File: src/rtl/plic_arbiter_if.sv
// Register access bus of the PLIC arbiter: one strobe per cycle and read data
// that is registered one cycle after the strobe.
interface plic_arbiter_if;
   logic        reg_en;
   logic        reg_we;
   logic [7:0]  reg_addr;
   logic [31:0] reg_wdata;
   logic [31:0] reg_rdata;

   modport master (output reg_en, output reg_we, output reg_addr, output reg_wdata, input reg_rdata);
   modport slave  (input reg_en, input reg_we, input reg_addr, input reg_wdata, output reg_rdata);
endinterface

File: src/rtl/plic_arbiter.sv
// PLIC-style interrupt arbiter: per-source priority/enable, threshold, registered
// winner selection and claim/complete pulses toward the gateways.
module plic_arbiter #(
   parameter int NSRC   = 8,
   parameter int PRIO_W = 3
) (
   input  logic              clk,
   input  logic              rst_n,
   input  logic [NSRC-1:0]   ip,
   output logic [NSRC-1:0]   claim,
   output logic [NSRC-1:0]   complete,
   plic_arbiter_if.slave     bus,
   output logic              eip
);

   localparam int ID_W = $clog2(NSRC + 1);

   logic [PRIO_W-1:0] prio_q [NSRC];
   logic [PRIO_W-1:0] prio_d [NSRC];
   logic [NSRC-1:0]   enable_q, enable_d;
   logic [PRIO_W-1:0] thr_q, thr_d;
   logic [ID_W-1:0]   best_id_q, best_id_d;
   logic [PRIO_W-1:0] best_prio_q, best_prio_d;
   logic              eip_q, eip_d;
   logic [NSRC-1:0]   claim_q, claim_d;
   logic [NSRC-1:0]   complete_q, complete_d;
   logic [31:0]       rdata_q, rdata_d;
   logic [5:0]        widx_s;
   logic [31:0]       rd_val_s;
   logic              take_s;
   logic              unused_ok_s;

   assign widx_s      = bus.reg_addr[7:2];
   assign unused_ok_s = ^{bus.reg_wdata, bus.reg_addr[1:0]};

   // Winner search: strict '>' keeps the lowest ID on ties and excludes priority 0.
   always_comb begin
      best_id_d   = '0;
      best_prio_d = '0;
      take_s      = 1'b0;
      for (int i = 0; i < NSRC; i++) begin
         take_s      = ip[i] && enable_q[i] && (prio_q[i] > best_prio_d);
         best_id_d   = take_s ? ID_W'(i + 1) : best_id_d;
         best_prio_d = take_s ? prio_q[i] : best_prio_d;
      end
      eip_d = (best_prio_q > thr_q);
   end

   // Read-data multiplexer over the register map.
   always_comb begin
      rd_val_s = 32'd0;
      case (widx_s)
         6'h10:   rd_val_s = 32'({enable_q, 1'b0});
         6'h11:   rd_val_s = 32'(thr_q);
         6'h12:   rd_val_s = 32'(best_id_q);
         6'h13:   rd_val_s = 32'({ip, 1'b0});
         default: begin
            for (int i = 0; i < NSRC; i++) begin
               rd_val_s = (widx_s == 6'(i + 1)) ? 32'(prio_q[i]) : rd_val_s;
            end
         end
      endcase
   end

   // Register writes, read capture and claim/complete pulse generation.
   always_comb begin
      prio_d     = prio_q;
      enable_d   = enable_q;
      thr_d      = thr_q;
      rdata_d    = rdata_q;
      claim_d    = '0;
      complete_d = '0;
      if (bus.reg_en && bus.reg_we) begin
         case (widx_s)
            6'h10:   enable_d = bus.reg_wdata[NSRC:1];
            6'h11:   thr_d = bus.reg_wdata[PRIO_W-1:0];
            6'h12: begin
               for (int i = 0; i < NSRC; i++) begin
                  complete_d[i] = (bus.reg_wdata[7:0] == 8'(i + 1)) && enable_q[i];
               end
            end
            default: begin
               for (int i = 0; i < NSRC; i++) begin
                  prio_d[i] = (widx_s == 6'(i + 1)) ? bus.reg_wdata[PRIO_W-1:0] : prio_q[i];
               end
            end
         endcase
      end else if (bus.reg_en) begin
         rdata_d = rd_val_s;
         for (int i = 0; i < NSRC; i++) begin
            claim_d[i] = (widx_s == 6'h12) && (best_id_q == ID_W'(i + 1));
         end
      end else begin
         rdata_d = rdata_q;
      end
   end

   // State registers; reset also cancels any pulse in flight.
   always_ff @(posedge clk or negedge rst_n) begin
      if (!rst_n) begin
         for (int i = 0; i < NSRC; i++) begin
            prio_q[i] <= '0;
         end
         enable_q    <= '0;
         thr_q       <= '0;
         best_id_q   <= '0;
         best_prio_q <= '0;
         eip_q       <= 1'b0;
         claim_q     <= '0;
         complete_q  <= '0;
         rdata_q     <= 32'd0;
      end else begin
         prio_q      <= prio_d;
         enable_q    <= enable_d;
         thr_q       <= thr_d;
         best_id_q   <= best_id_d;
         best_prio_q <= best_prio_d;
         eip_q       <= eip_d;
         claim_q     <= claim_d;
         complete_q  <= complete_d;
         rdata_q     <= rdata_d;
      end
   end

   assign claim         = claim_q;
   assign complete      = complete_q;
   assign eip           = eip_q;
   assign bus.reg_rdata = rdata_q;

endmodule

File: src/flat_wrapper.sv
// flat-port wrapper written by rule: the top's interface ports become plain ports
module plic_arbiter_flat 
#(
   parameter int NSRC   = 8,
   parameter int PRIO_W = 3
)
  (clk, rst_n, ip, claim, complete, eip, bus_reg_en, bus_reg_we, bus_reg_addr, bus_reg_wdata, bus_reg_rdata);
  plic_arbiter_if bus_i ();
  input  logic clk;
  input  logic rst_n;
  input  logic [NSRC-1:0] ip;
  output logic [NSRC-1:0] claim;
  output logic [NSRC-1:0] complete;
  output logic eip;
  input wire logic [$bits(bus_i.reg_en)-1:0] bus_reg_en;
  input wire logic [$bits(bus_i.reg_we)-1:0] bus_reg_we;
  input wire logic [$bits(bus_i.reg_addr)-1:0] bus_reg_addr;
  input wire logic [$bits(bus_i.reg_wdata)-1:0] bus_reg_wdata;
  output wire logic [$bits(bus_i.reg_rdata)-1:0] bus_reg_rdata;
  assign bus_i.reg_en = bus_reg_en;
  assign bus_i.reg_we = bus_reg_we;
  assign bus_i.reg_addr = bus_reg_addr;
  assign bus_i.reg_wdata = bus_reg_wdata;
  assign bus_reg_rdata = bus_i.reg_rdata;
  plic_arbiter #(.NSRC(NSRC), .PRIO_W(PRIO_W)) u_core (.clk(clk), .rst_n(rst_n), .ip(ip), .claim(claim), .complete(complete), .bus(bus_i), .eip(eip));
endmodule
File: config.mk
export PLATFORM = sky130hd
export DESIGN_NAME = plic_arbiter_flat
export DESIGN_NICKNAME = d
export VERILOG_FILES = /design/src/rtl/plic_arbiter_if.sv /design/src/rtl/plic_arbiter.sv /design/src/flat_wrapper.sv
export SDC_FILE = /design/constraint.sdc
export NUM_CORES = 1
export LEC_CHECK = 0
export BUFFER_PORTS_ARGS = -buffer_cell sky130_fd_sc_hd__buf_2
export CORE_AREA = 2 2 89 91
export DETAILED_ROUTE_END_ITERATION = 7
export DIE_AREA = 0 0 91 93
export PLACE_DENSITY = 0.81
export SETUP_SLACK_MARGIN = 0.15
export SLEW_MARGIN = 15
export SYNTH_ARGS = -nofsm -noshare
export SYNTH_HDL_FRONTEND = slang
export SYNTH_SLANG_ARGS = --single-unit
File: constraint.sdc
create_clock -name clk -period 24.1 [get_ports clk]
set_input_delay 2.41 -clock clk [delete_from_list [all_inputs] [get_ports clk]]
set_output_delay 2.41 -clock clk [all_outputs]
set_load 0.005 [all_outputs]
Yosys cells after proc, flatten, opt, wreduce, memory -nomap -nowiden
Cells that the tools add are included.

word-level totals
  word-level logic and storage cells = 129
  bits in registers = 91

cells by class
  reduce and logical (&&, ||, !) cells = 45
  $lt $le $gt $ge = 9
  mux-type cells = 29
  equality and inequality tests = 28
  bitwise operators = 2

operator list
  cell                                                                             count
  32-bit two-way mux                                                               7
  32-bit case mux with 4 select lines                                              1
  1-bit logical AND                                                                33
  8-bit by 3-bit == test with 1-bit output, second input constant                  4
  8-bit two-way mux                                                                4
  4-bit two-way mux                                                                7
  3-bit two-way mux                                                                9
  6-bit by 3-bit == test with 1-bit output, second input constant                  4
  6-bit by 5-bit == test with 1-bit output, second input constant                  4
  3-bit greater-than comparator                                                    8
  3-bit AND reduction                                                              8
  4-bit by 3-bit == test with 1-bit output, second input constant                  4
  8-bit by 2-bit == test with 1-bit output, second input constant                  2
  6-bit by 2-bit == test with 1-bit output, second input constant                  2
  4-bit by 2-bit == test with 1-bit output, second input constant                  2
  8-bit by 1-bit == test with 1-bit output, second input constant                  1
  8-bit by 4-bit == test with 1-bit output, second input constant                  1
  6-bit by 1-bit == test with 1-bit output, second input constant                  1
  6-bit by 4-bit == test with 1-bit output, second input constant                  1
  2-bit AND reduction                                                              3
  4-bit by 1-bit == test with 1-bit output, second input constant                  1
  4-bit == test, second input constant                                             1
  3-bit by 1-bit greater-than comparator with 1-bit output, second input constant  1
  3-bit OR reduction                                                               1
  2 further kinds                                                                  3

Depth between registers and ports, before layout
Gate-level depths: netlist of the first run.

  depth in word-level cells = 24
  mapped depth = 56
  depth with buffers taken out = 55

Worst setup path before layout of the first run
Ideal clock, no wire load.

  path type = input-to-reg
  start = input port ip[0]
  end = register u_core.best_prio_q[0]
  data arrival time = 11.591 ns
  data required time = 23.970 ns
  buffers on the path = 1
  path slack = 12.379 ns
  cell stages on the path = 50
  path through = and3_1 inv_1 ha_1 nor2b_4 o311ai_2 nor2_1 o21ai_1 inv_1 ha_1 o2111ai_1 o31a_4 nor3_4 nor2_1 a21oi_1 ha_1 nor2_1 nor2_1 o221a_2 [14 not listed] o2111ai_1 a21oi_1 o31a_1 and2_4 nor2_1 ha_1 a21oi_1 a21oi_1 o211ai_1 o31ai_4 nand2b_1 o31ai_4 ha_1 a311oi_1 clkbuf_1 nor2_1 a21oi_1 nand3_1

on the way
  longest elaborated chain between the ends = 24

RTL lines
  item                               line                 text
  start, declared                    flat_wrapper.sv:11   input logic [NSRC-1:0] ip;
  1-bit logical AND * (2 in series)  plic_arbiter.sv:42   take_s = ip[i] && enable_q[i] && (prio_q[i] > best_prio_d);
  3-bit two-way mux *                plic_arbiter.sv:44   best_prio_d = take_s ? prio_q[i] : best_prio_d;
  3-bit greater-than comparator      plic_arbiter.sv:42
  1-bit logical AND                  plic_arbiter.sv:42
  3-bit two-way mux *                plic_arbiter.sv:44
  3-bit greater-than comparator      plic_arbiter.sv:42
  1-bit logical AND                  plic_arbiter.sv:42
  3-bit two-way mux *                plic_arbiter.sv:44
  [8 not listed]                     -
  3-bit two-way mux *                plic_arbiter.sv:44
  3-bit greater-than comparator      plic_arbiter.sv:42
  1-bit logical AND                  plic_arbiter.sv:42
  3-bit two-way mux *                plic_arbiter.sv:44
  3-bit greater-than comparator      plic_arbiter.sv:42
  1-bit logical AND                  plic_arbiter.sv:42
  3-bit two-way mux *                plic_arbiter.sv:44
  named net u_core.best_prio_d[0]    plic_arbiter.sv:23   logic [PRIO_W-1:0] best_prio_q, best_prio_d;
  end signal, assigned               plic_arbiter.sv:117  best_prio_q <= best_prio_d;
  end, declared                      plic_arbiter.sv:23

Mark *: on every way through the listed nets, which the timed path passes. The rest lies on a longest branch.
A chain may end at the register's enable or synchronous reset.

Worst setup path after layout of the first run
Same ends and word-level chain as after synthesis.

==> run summary, run 1 <==
status -> complete, no violations
Final Hold Viols -> 0
Die Y-Extent -> 93 um
Setup TNS -> 0 ps
die area -> 0.00846 mm2
Worst Tran Pin Value -> 916 ps
Yosys top cell by area -> dfrtp_1
row count -> 32
ANT cells -> 0
worst slew margin relative to its limit -> 0.381
GP Congestion -> 0.918
sequential share of the synthesized area -> 0.398
clock input transition at the sequential cells of the worst setup and hold paths -> 70 ps
Fillers -> 638
Post-synth ARST share -> 1.00
largest net degree at the start of global routing -> 69
vias in the first global route -> 3,554
max-slew violations -> 0
first-pass GRT wire length -> 17.4 mm
top cell type's share of synthesized area -> 0.398
CTS Hold Buffers Added -> 0
Fmax -> 0.0762 GHz
final setup fails -> 0
Mapped Area -> 0.00428 mm2
Worst EP arrival -> 13,400 ps
Worst Path Max Fanout -> 11
clock sinks -> 68
Synth Register Bits -> 68
Synth area leaders -> dfrtp_1, mux2_2, ha_1
initial antenna violation count -> 0
critical path class -> input pin to register
CTS H-tree lvls -> 3
Final ANT Viol Nets -> 0
Clock Tree Buf Depth -> 2
Static Leak -> 2.24 nW
Num CTS Buffers -> 9
Area after DPL -> 0.00454 mm2
CTS resizes -> 0
CP Launch Type -> input pin
maximum VDD drop -> 0.0293 mV
sequential standard cell area -> 0.00170 mm2
Clock Latency Late Sink -> 340 ps
area grow syn2layout -> 9.80%
Routed Wire Length -> 10.9 mm
Final Cycle Share -> 0.545
Detailed Route Iter0 Violations -> 365
Via density -> 6.30
most frequent cell after synthesis -> dfrtp_1
synthesized instance count -> 432
Die Span X -> 91 um
Main synth FF type -> dfrtp_1
Syn Area/Cell -> 9.90 um2
root buf cell -> clkbuf_8
Initial Util -> 0.568
Final Util -> 0.624
Post-synth EDFFs -> 0
Routed WL per cell -> 18.4 um
# DRC -> 0
Vias -> 3,710
Total GRT Usage -> 0.264
IO Pins -> 101
multi-input logic area -> 0.00235 mm2
post-route minimum period -> 13,130 ps
Layout Skew -> 8.67 ps
CP peak stage delay -> 440 ps
layout cells sized above 1 -> 0.259
CP Capture Type -> register
overall power -> 261 uW
Max Cap Viol -> 0
iteration count of the initial detailed-routing pass -> 5
power per cell area -> 55.6 mW/mm2
HP Class -> register to register
Congestion Overflow GR -> 0
Synth Warn # -> 0
CORE AREA -> 0.00753 mm2
total setup buffers inserted after CTS -> 0
CTS tree -> yes
RSZ-0062 raised after global routing -> false
Data required, critical path -> 24,370 ps
# port buffers -> 52
slowest CP cell -> o31a_4
Yosys cell types -> 71
Post-synth top cells -> dfrtp_1, nor2_1, nand2_1, mux2_2
CP dominant cell by count -> nor2_1
post-DP HPWL -> 8.14 mm
post-route cell area -> 0.00469 mm2
Final #Nets -> 552
[per-stage QoR]
step	hold WS (ps)	setup slack, ps	std cells
detailed placement	482	10850	575
floorplan	471	12380	454
global route	518	10060	589
CTS	496	11170	589
global placement	455	11260	575
finish	505	10970	589
[area by class of cell]
type / count / area share
inverter: 20 / 0.0160
multi-input combinational: 330 / 0.501
clock inverter: 3 / 0.00320
timing repair buffer: 55 / 0.0602
sequential: 68 / 0.362
clock buffer: 11 / 0.0301
tap: 102 / 0.0272
[per-layer routing]
| layer | wire [um] | track usage |
|---|---|---|
| met5 | 0 | 0 |
| met1 | 4200 | 0.324 |
| met2 | 5480 | 0.459 |
| met3 | 861 | 0.0548 |
| met4 | 314 | 0.101 |
[worst max-delay path: cells and delay by family]
kind | cells | cell delay [ps]
buf+inv | 4 | 490
simple gates | 19 | 3190
mux | 1 | 330
compound gates | 22 | 4860
fa+ha+maj | 7 | 2110
[power by group]
| group | internal [mW] | switching (mW) |
|---|---|---|
| clock network | 0.0385 | 0.0407 |
| logic | 0.0213 | 0.0302 |
| registers | 0.121 | 0.00903 |
| total | 0.181 | 0.0800 |
[flip-flops by register name (all words and copies together) (netlist names)]
signal and cells:
u_core.eip 1, u_core.best_id_q 4, u_core.bus.reg_rdata 9, u_core.prio_q 24
u_core.enable_q 8, u_core.claim 8, u_core.best_prio_q 3, u_core.complete 8
u_core.thr_q 3
[layout by cell type (no fill, tap or decap), types with 3 or more instances in the layout]
cell and instances:
dfrtp_1 68, buf_2 52, nor2_1 42, nand2_1 38
mux2_2 33, o21ai_0 23, conb_1 23, inv_1 20
ha_1 16, and3_1 13, a21oi_1 12, clkbuf_8 10
nand3_1 9, a22oi_1 8, o211ai_1 6, nand2b_1 6
nor3_1 6, nand4_1 5, a21o_1 5, a221oi_1 5
o31ai_4 4, mux2i_1 4, a31oi_1 3, or3_1 3
o21ai_1 3, and2_1 3, o221ai_1 3, a311oi_1 3
nor4_1 3, clkinv_2 3, buf_4 3
[logic make-up after synthesis]
| logic type | count (synthesis) | synth area share |
|---|---|---|
| mux | 39 | 0.107 |
| other cells | 1 | 0.000877 |
| compound gates | 102 | 0.195 |
| flops | 68 | 0.398 |
| simple gates | 150 | 0.181 |
| fa+ha+maj | 16 | 0.0468 |
| buf+inv | 56 | 0.0714 |
[final timing paths]
kind	start	to	slack [ps]	cells past startpoint
min	u_core.bus.reg_rdata[7]	u_core.bus.reg_rdata[7]	500	2
min in group asynchronous	rst_n	u_core.claim[7]	2250	2
max reg2reg	u_core.enable_q[0]	u_core.best_prio_q[0]	12600	52
max	ip[0]	u_core.best_prio_q[0]	10970	53
min reg2reg	u_core.bus.reg_rdata[7]	u_core.bus.reg_rdata[7]	500	2
max in group asynchronous	rst_n	u_core.complete[7]	21290	2
Power figures use the tool's default switching activity.
==> run 2: changes to the inputs <==
CORE_AREA = 2 2 97 99   (was 2 2 89 91)
DIE_AREA = 0 0 99 101   (was 0 0 91 93)
PLACE_DENSITY = 0.72   (was 0.81)
clock period = 12.07 ns   (was 24.1 ns; I/O delays follow)
==> run 2 against run 1 <==
Net effect:
- register-to-register slack got worse by 11000 ps
- flip-flop and latch count unchanged
- via count fell by 3.9%
==> run summary, run 2 (synthesis gave the netlist of run 1 again) <==
Top reg by flops -> u_core.prio_q
sequential standard cell area -> 0.00170 mm2 (unchanged)
Inst Count DP -> 584 (+1.6%)
multi-input logic area -> 0.00238 mm2 (+1.2%)
Worst Path Max Fanout -> 11 (unchanged)
post-DP HPWL -> 7.67 mm (-5.8%)
Buf+Inv Stages, Crit Path -> 5 (+1)
commonest cells after routing, fill and taps aside -> dfrtp_1, buf_2, nor2_1
clock sinks -> 68 (unchanged)
area grow syn2layout -> 11.9%
final setup fails -> 0 (unchanged)
Worst path top cell family by delay -> compound AO/OA/AOI/OAI gates
Die Y-Extent -> 101 um (+8.6%)
Final Cycle Share -> 0.927
die area -> 0.0100 mm2 (+18%)
Static Leak -> 2.26 nW (+1.3%)
CP dominant cell by count -> nor2_1
HP Class -> register to register
Via density -> 5.92 (-6.0%)
commonest non-fill, non-tap cell in the layout -> dfrtp_1
worst slew margin relative to its limit -> 0.430 (+0.0491)
Clock Tree Buf Depth -> 2 (unchanged)
Data required, critical path -> 12,270 ps (-12,100 ps)
iteration count of the initial detailed-routing pass -> 5 (unchanged)
Routed WL per cell -> 17.1 um (-7.1%)
# port buffers -> 52 (unchanged)
vias in the first global route -> 3,417 (-3.9%)
Layout Skew -> 6.95 ps (-1.72 ps)
clock input transition at the sequential cells of the worst setup and hold paths -> 70 ps (about the same)
GP Congestion -> 0.892 (-2.8%)
status -> complete, no violations
Detailed Route Iter0 Violations -> 319 (-13%)
Fmax -> 0.0894 GHz
layout cells sized above 1 -> 0.273 (+0.0142)
Num CTS Buffers -> 9 (unchanged)
power per cell area -> 113 mW/mm2 (+100%)
Initial Util -> 0.476 (-0.0917)
Worst EP arrival -> 11,400 ps (-2000 ps)
row count -> 35 (+9.4%)
Fillers -> 799 (+25%)
CP Launch Type -> input pin
CTS Hold Buffers Added -> 0 (unchanged)
Final ANT Viol Nets -> 0 (unchanged)
Final Hold Viols -> 0 (unchanged)
Die Span X -> 99 um (+8.8%)
root buf cell -> clkbuf_8
# DRC -> 0 (unchanged)
ANT cells -> 0 (unchanged)
Finished Layout Cells -> 602 (+2.2%)
Largest register FFs -> 24 (unchanged)
slowest CP cell -> o31a_4
Total GRT Usage -> 0.212 (-0.0517)
critical path class -> input pin to register
max-slew violations -> 0 (unchanged)
Routed Wire Length -> 10.3 mm (-5.0%)
Clock Latency Late Sink -> 340 ps (about the same)
IO Pins -> 101 (unchanged)
Max Cap Viol -> 0 (unchanged)
CORE AREA -> 0.00898 mm2 (+19%)
CTS tree -> yes
largest net degree at the start of global routing -> 69 (unchanged)
CP Capture Type -> register
CP peak stage delay -> 430 ps (about the same)
post-route minimum period -> 11,190 ps
Congestion Overflow GR -> 0 (unchanged)
initial antenna violation count -> 0 (unchanged)
Vias -> 3,564 (-3.9%)
CTS H-tree lvls -> 3 (unchanged)
maximum VDD drop -> 0.0487 mV (+66%)
Setup TNS -> 0 ps (unchanged)
Final #Nets -> 555 (+0.54%)
Worst Tran Pin Value -> 843 ps (-72.6 ps)
first-pass GRT wire length -> 16.7 mm (-4.2%)
RSZ-0062 raised after global routing -> false
## run 2: per-layer routing
metal / routed length (um) / global-route usage / vias up / part of all wire
li1: - / - / 1655 / -
met1: 4320 / 0.275 / 1734 / 0.42
met2: 5130 / 0.357 / 159 / 0.50
met3: 685 / 0.0368 / 16 / 0.066
met4: 190 / 0.0759 / 0 / 0.018
met5: 0 / 0 / - / 0
## run 2: what timing repair did
| action | CTS | global route |
|---|---|---|
| setup endpoints to repair | 0 | 7 |
| gates resized for setup | 0 | 6 |
| buffers inserted | 0 | 3 |
| hold endpoints to repair | 0 | 0 |
## run 2: power by group
part	total, mW	leakage (nW)	internal, mW	switching (mW)
sequential	0.259	0.915	0.242	0.0173
clock	0.179	0.0959	0.0936	0.0849
combinational	0.104	1.25	0.0437	0.0605
## run 2: area by class of cell
cell class,instances,area share
multi-input combinational,330,0.498
sequential,68,0.356
timing repair buffer,58,0.0638
tap,111,0.0290
clock buffer,10,0.0267
inverter,20,0.0157
clock inverter,5,0.0113
## run 2: worst paths after layout
check / depth (start not counted) / to / from / slack (ps)
setup reg to reg: 53 / u_core.best_prio_q[0] / u_core.enable_q[0] / 1310
hold reg to reg: 2 / u_core.bus.reg_rdata[1] / u_core.bus.reg_rdata[1] / 480
setup / recovery: 54 / u_core.best_prio_q[0] / ip[0] / 880
hold / removal: 2 / u_core.bus.reg_rdata[1] / u_core.bus.reg_rdata[1] / 480
max in group asynchronous: 2 / u_core.bus.reg_rdata[6] / rst_n / 10460
min in group asynchronous: 2 / u_core.claim[4] / rst_n / 1050
## run 2: worst min-delay path, cell delays in order, from the launching register on
cell and delay (ps):
dfrtp_1 340, nand2_1 40, o21ai_0 60
## run 2: through the flow
stage	total power, mW	hold WS (ps)	setup slack [ps]	area [um2]	util
floorplan	0.336	471	1550	4360	-
global placement	0.360	457	430	4550	0.507
detailed placement	0.363	472	216	4550	0.507
CTS	0.542	489	500	4730	0.527
global route	0.571	520	199	4780	0.533
finish	0.542	481	878	4780	0.533
==> run 3: changes to the inputs <==
BUFFER_PORTS_ARGS = -buffer_cell sky130_fd_sc_hd__buf_4   (was -buffer_cell sky130_fd_sc_hd__buf_2)
CORE_AREA = 2 2 123 125   (was 2 2 97 99)
DIE_AREA = 0 0 125 127   (was 0 0 99 101)
PLACE_DENSITY = 0.48   (was 0.72)
REMOVE_ABC_BUFFERS = 1   (was default)
==> run 3 against run 2 <==
Net effect:
- utilization is 18 points lower
- flip-flop and latch count stayed put
- sequential power hardly changed
- critical path type unchanged
- largest power group is now the clock network
==> run summary, run 3 (synthesis gave the netlist of run 1 again) <==
Worst Tran Pin Value -> 930 ps (+86.3 ps)
CORE AREA -> 0.0144 mm2 (+61%)
Total GRT Usage -> 0.153 (-0.0586)
die area -> 0.0159 mm2 (+59%)
largest net degree at the start of global routing -> 69 (unchanged)
layout cells sized above 1 -> 0.273 (unchanged)
Max Cap Viol -> 0 (unchanged)
post-route minimum period -> 11,160 ps (-32.3 ps)
# DRC -> 0 (unchanged)
Die Span X -> 125 um (+26%)
Detailed Route Iter0 Violations -> 278 (-13%)
clock input transition at the sequential cells of the worst setup and hold paths -> 60 ps (about the same)
Fillers -> 1,475 (+85%)
overall power -> 674 uW (+24%)
start point of the critical path -> ip[0]
clock sinks -> 68 (unchanged)
Worst path top cell family by delay -> compound AO/OA/AOI/OAI gates
RSZ-0062 raised after global routing -> false
Crit. path cell count -> 55 (+1.9%)
row count -> 44 (+26%)
Setup TNS -> 0 ps (unchanged)
Static Leak -> 2.35 nW (+3.8%)
final hold slack -> 483 ps (+1.85 ps)
Clock Tree Buf Depth -> 2 (unchanged)
Buf+Inv Stages, Crit Path -> 6 (+1)
Congestion Overflow GR -> 0 (unchanged)
Initial Util -> 0.296 (-0.180)
CP Launch Type -> input pin
Top reg by flops -> u_core.prio_q
maximum VDD drop -> 0.0634 mV (+30%)
Final ANT Viol Nets -> 0 (unchanged)
Hold Path Stages -> 2 (unchanged)
Layout Skew -> 7.73 ps (+0.775 ps)
status -> complete, no violations
power per cell area -> 131 mW/mm2 (+15%)
Clock Latency Late Sink -> 340 ps (about the same)
area grow syn2layout -> 20.6%
CP Capture Type -> register
Vias -> 3,476 (-2.5%)
Data required, critical path -> 12,330 ps (+60 ps)
post-DP HPWL -> 9.06 mm (+18%)
IO Pins -> 101 (unchanged)
Via density -> 5.15 (-13%)
Num CTS Buffers -> 9 (unchanged)
CP peak stage delay -> 430 ps (about the same)
initial antenna violation count -> 0 (unchanged)
Die Y-Extent -> 127 um (+26%)
max-slew violations -> 0 (unchanged)
# port buffers -> 52 (unchanged)
worst slew margin relative to its limit -> 0.371 (-0.0583)
CTS tree -> yes
Final Hold Viols -> 0 (unchanged)
Routed Wire Length -> 12.0 mm (+16%)
vias in the first global route -> 3,399 (-0.53%)
Largest register FFs -> 24 (unchanged)
final setup fails -> 0 (unchanged)
commonest non-fill, non-tap cell in the layout -> dfrtp_1
length in cells of the worst reg-to-reg path -> 54 (+1.9%)
first-pass GRT wire length -> 19.0 mm (+14%)
Worst Path Max Fanout -> 11 (unchanged)
hold path start -> u_core.bus.reg_rdata[1]
commonest cells after routing, fill and taps aside -> dfrtp_1, buf_4, nor2_1
HP Class -> register to register
root buf cell -> clkbuf_16
slowest CP cell -> o31a_4
Final Cycle Share -> 0.925 (-0.00268)
Routed WL per cell -> 17.8 um (+3.6%)
reg2reg start -> u_core.enable_q[0]
CTS H-tree lvls -> 3 (unchanged)
Fmax -> 0.0896 GHz (+0.29%)
Final #Nets -> 554 (-0.18%)
iteration count of the initial detailed-routing pass -> 4 (-1)
ANT cells -> 0 (unchanged)
critical path class -> input pin to register
Worst EP arrival -> 11,420 ps (+20 ps)
GP Congestion -> 0.893 (+0.17%)
[run 3: cell types whose count changed in the layout (fill, tap and decap cells not counted), sizes merged]
cell / change
bufinv: +2
buf: -1
clkinv: -1
[run 3: area by class of cell]
class | instances | area [um2] | area share
clock buffers | 10 | 229 | 0.0444
multi-input cells | 330 | 2380 | 0.462
inverters | 20 | 75.1 | 0.0146
clock inverters | 6 | 113 | 0.0218
well taps | 184 | 230 | 0.0446
flip-flops and latches | 68 | 1700 | 0.330
repair buffers | 57 | 428 | 0.0830
[run 3: metal layers]
layer / part of all wire / GRT usage
met5: 0 / 0
met1: 0.46 / 0.211
met3: 0.057 / 0.0322
met4: 0.019 / 0.0562
met2: 0.47 / 0.239
[run 3: where the power goes]
part	internal, mW	switching [mW]
clock	0.202	0.103
combinational	0.0465	0.0618
sequential	0.242	0.0184
[run 3: timing repair]
item | in CTS | in global routing
hold buffers | 0 | 0
setup endpoints to repair | 0 | 7
buffers inserted | 0 | 3
hold endpoints to repair | 0 | 0
gates resized for setup | 0 | 6
[run 3: through the flow]
step	std cells	area (um2)	setup slack, ps	util
2_1_floorplan	418	4130	1270	-
3_3_place_gp	656	4760	182	0.330
3_5_place_dp	656	4760	98.5	0.330
4_1_cts	672	5100	397	0.354
5_1_grt	675	5160	101	0.357
6_report	675	5160	911	0.357
[run 3: final timing paths]
path                                                end  slack (ps)
worst min-delay path            u_core.bus.reg_rdata[1]         480
worst min register to register  u_core.bus.reg_rdata[1]         480
worst max-delay path              u_core.best_prio_q[0]         910
worst max register to register    u_core.best_prio_q[0]        1320
min in group asynchronous            u_core.enable_q[1]         980
max in group asynchronous             u_core.prio_q[22]       10520
[run 3: worst reg2reg max path: cells and delay by family, from the launching register on]
kind / cells / cell delay (ps)
AOI/OAI and AO/OA: 22 / 4400
muxes: 1 / 330
buffers and inverters: 5 / 590
DFF: 1 / 510
and+or+nand+nor: 19 / 2850
adders and majority gates: 7 / 1990
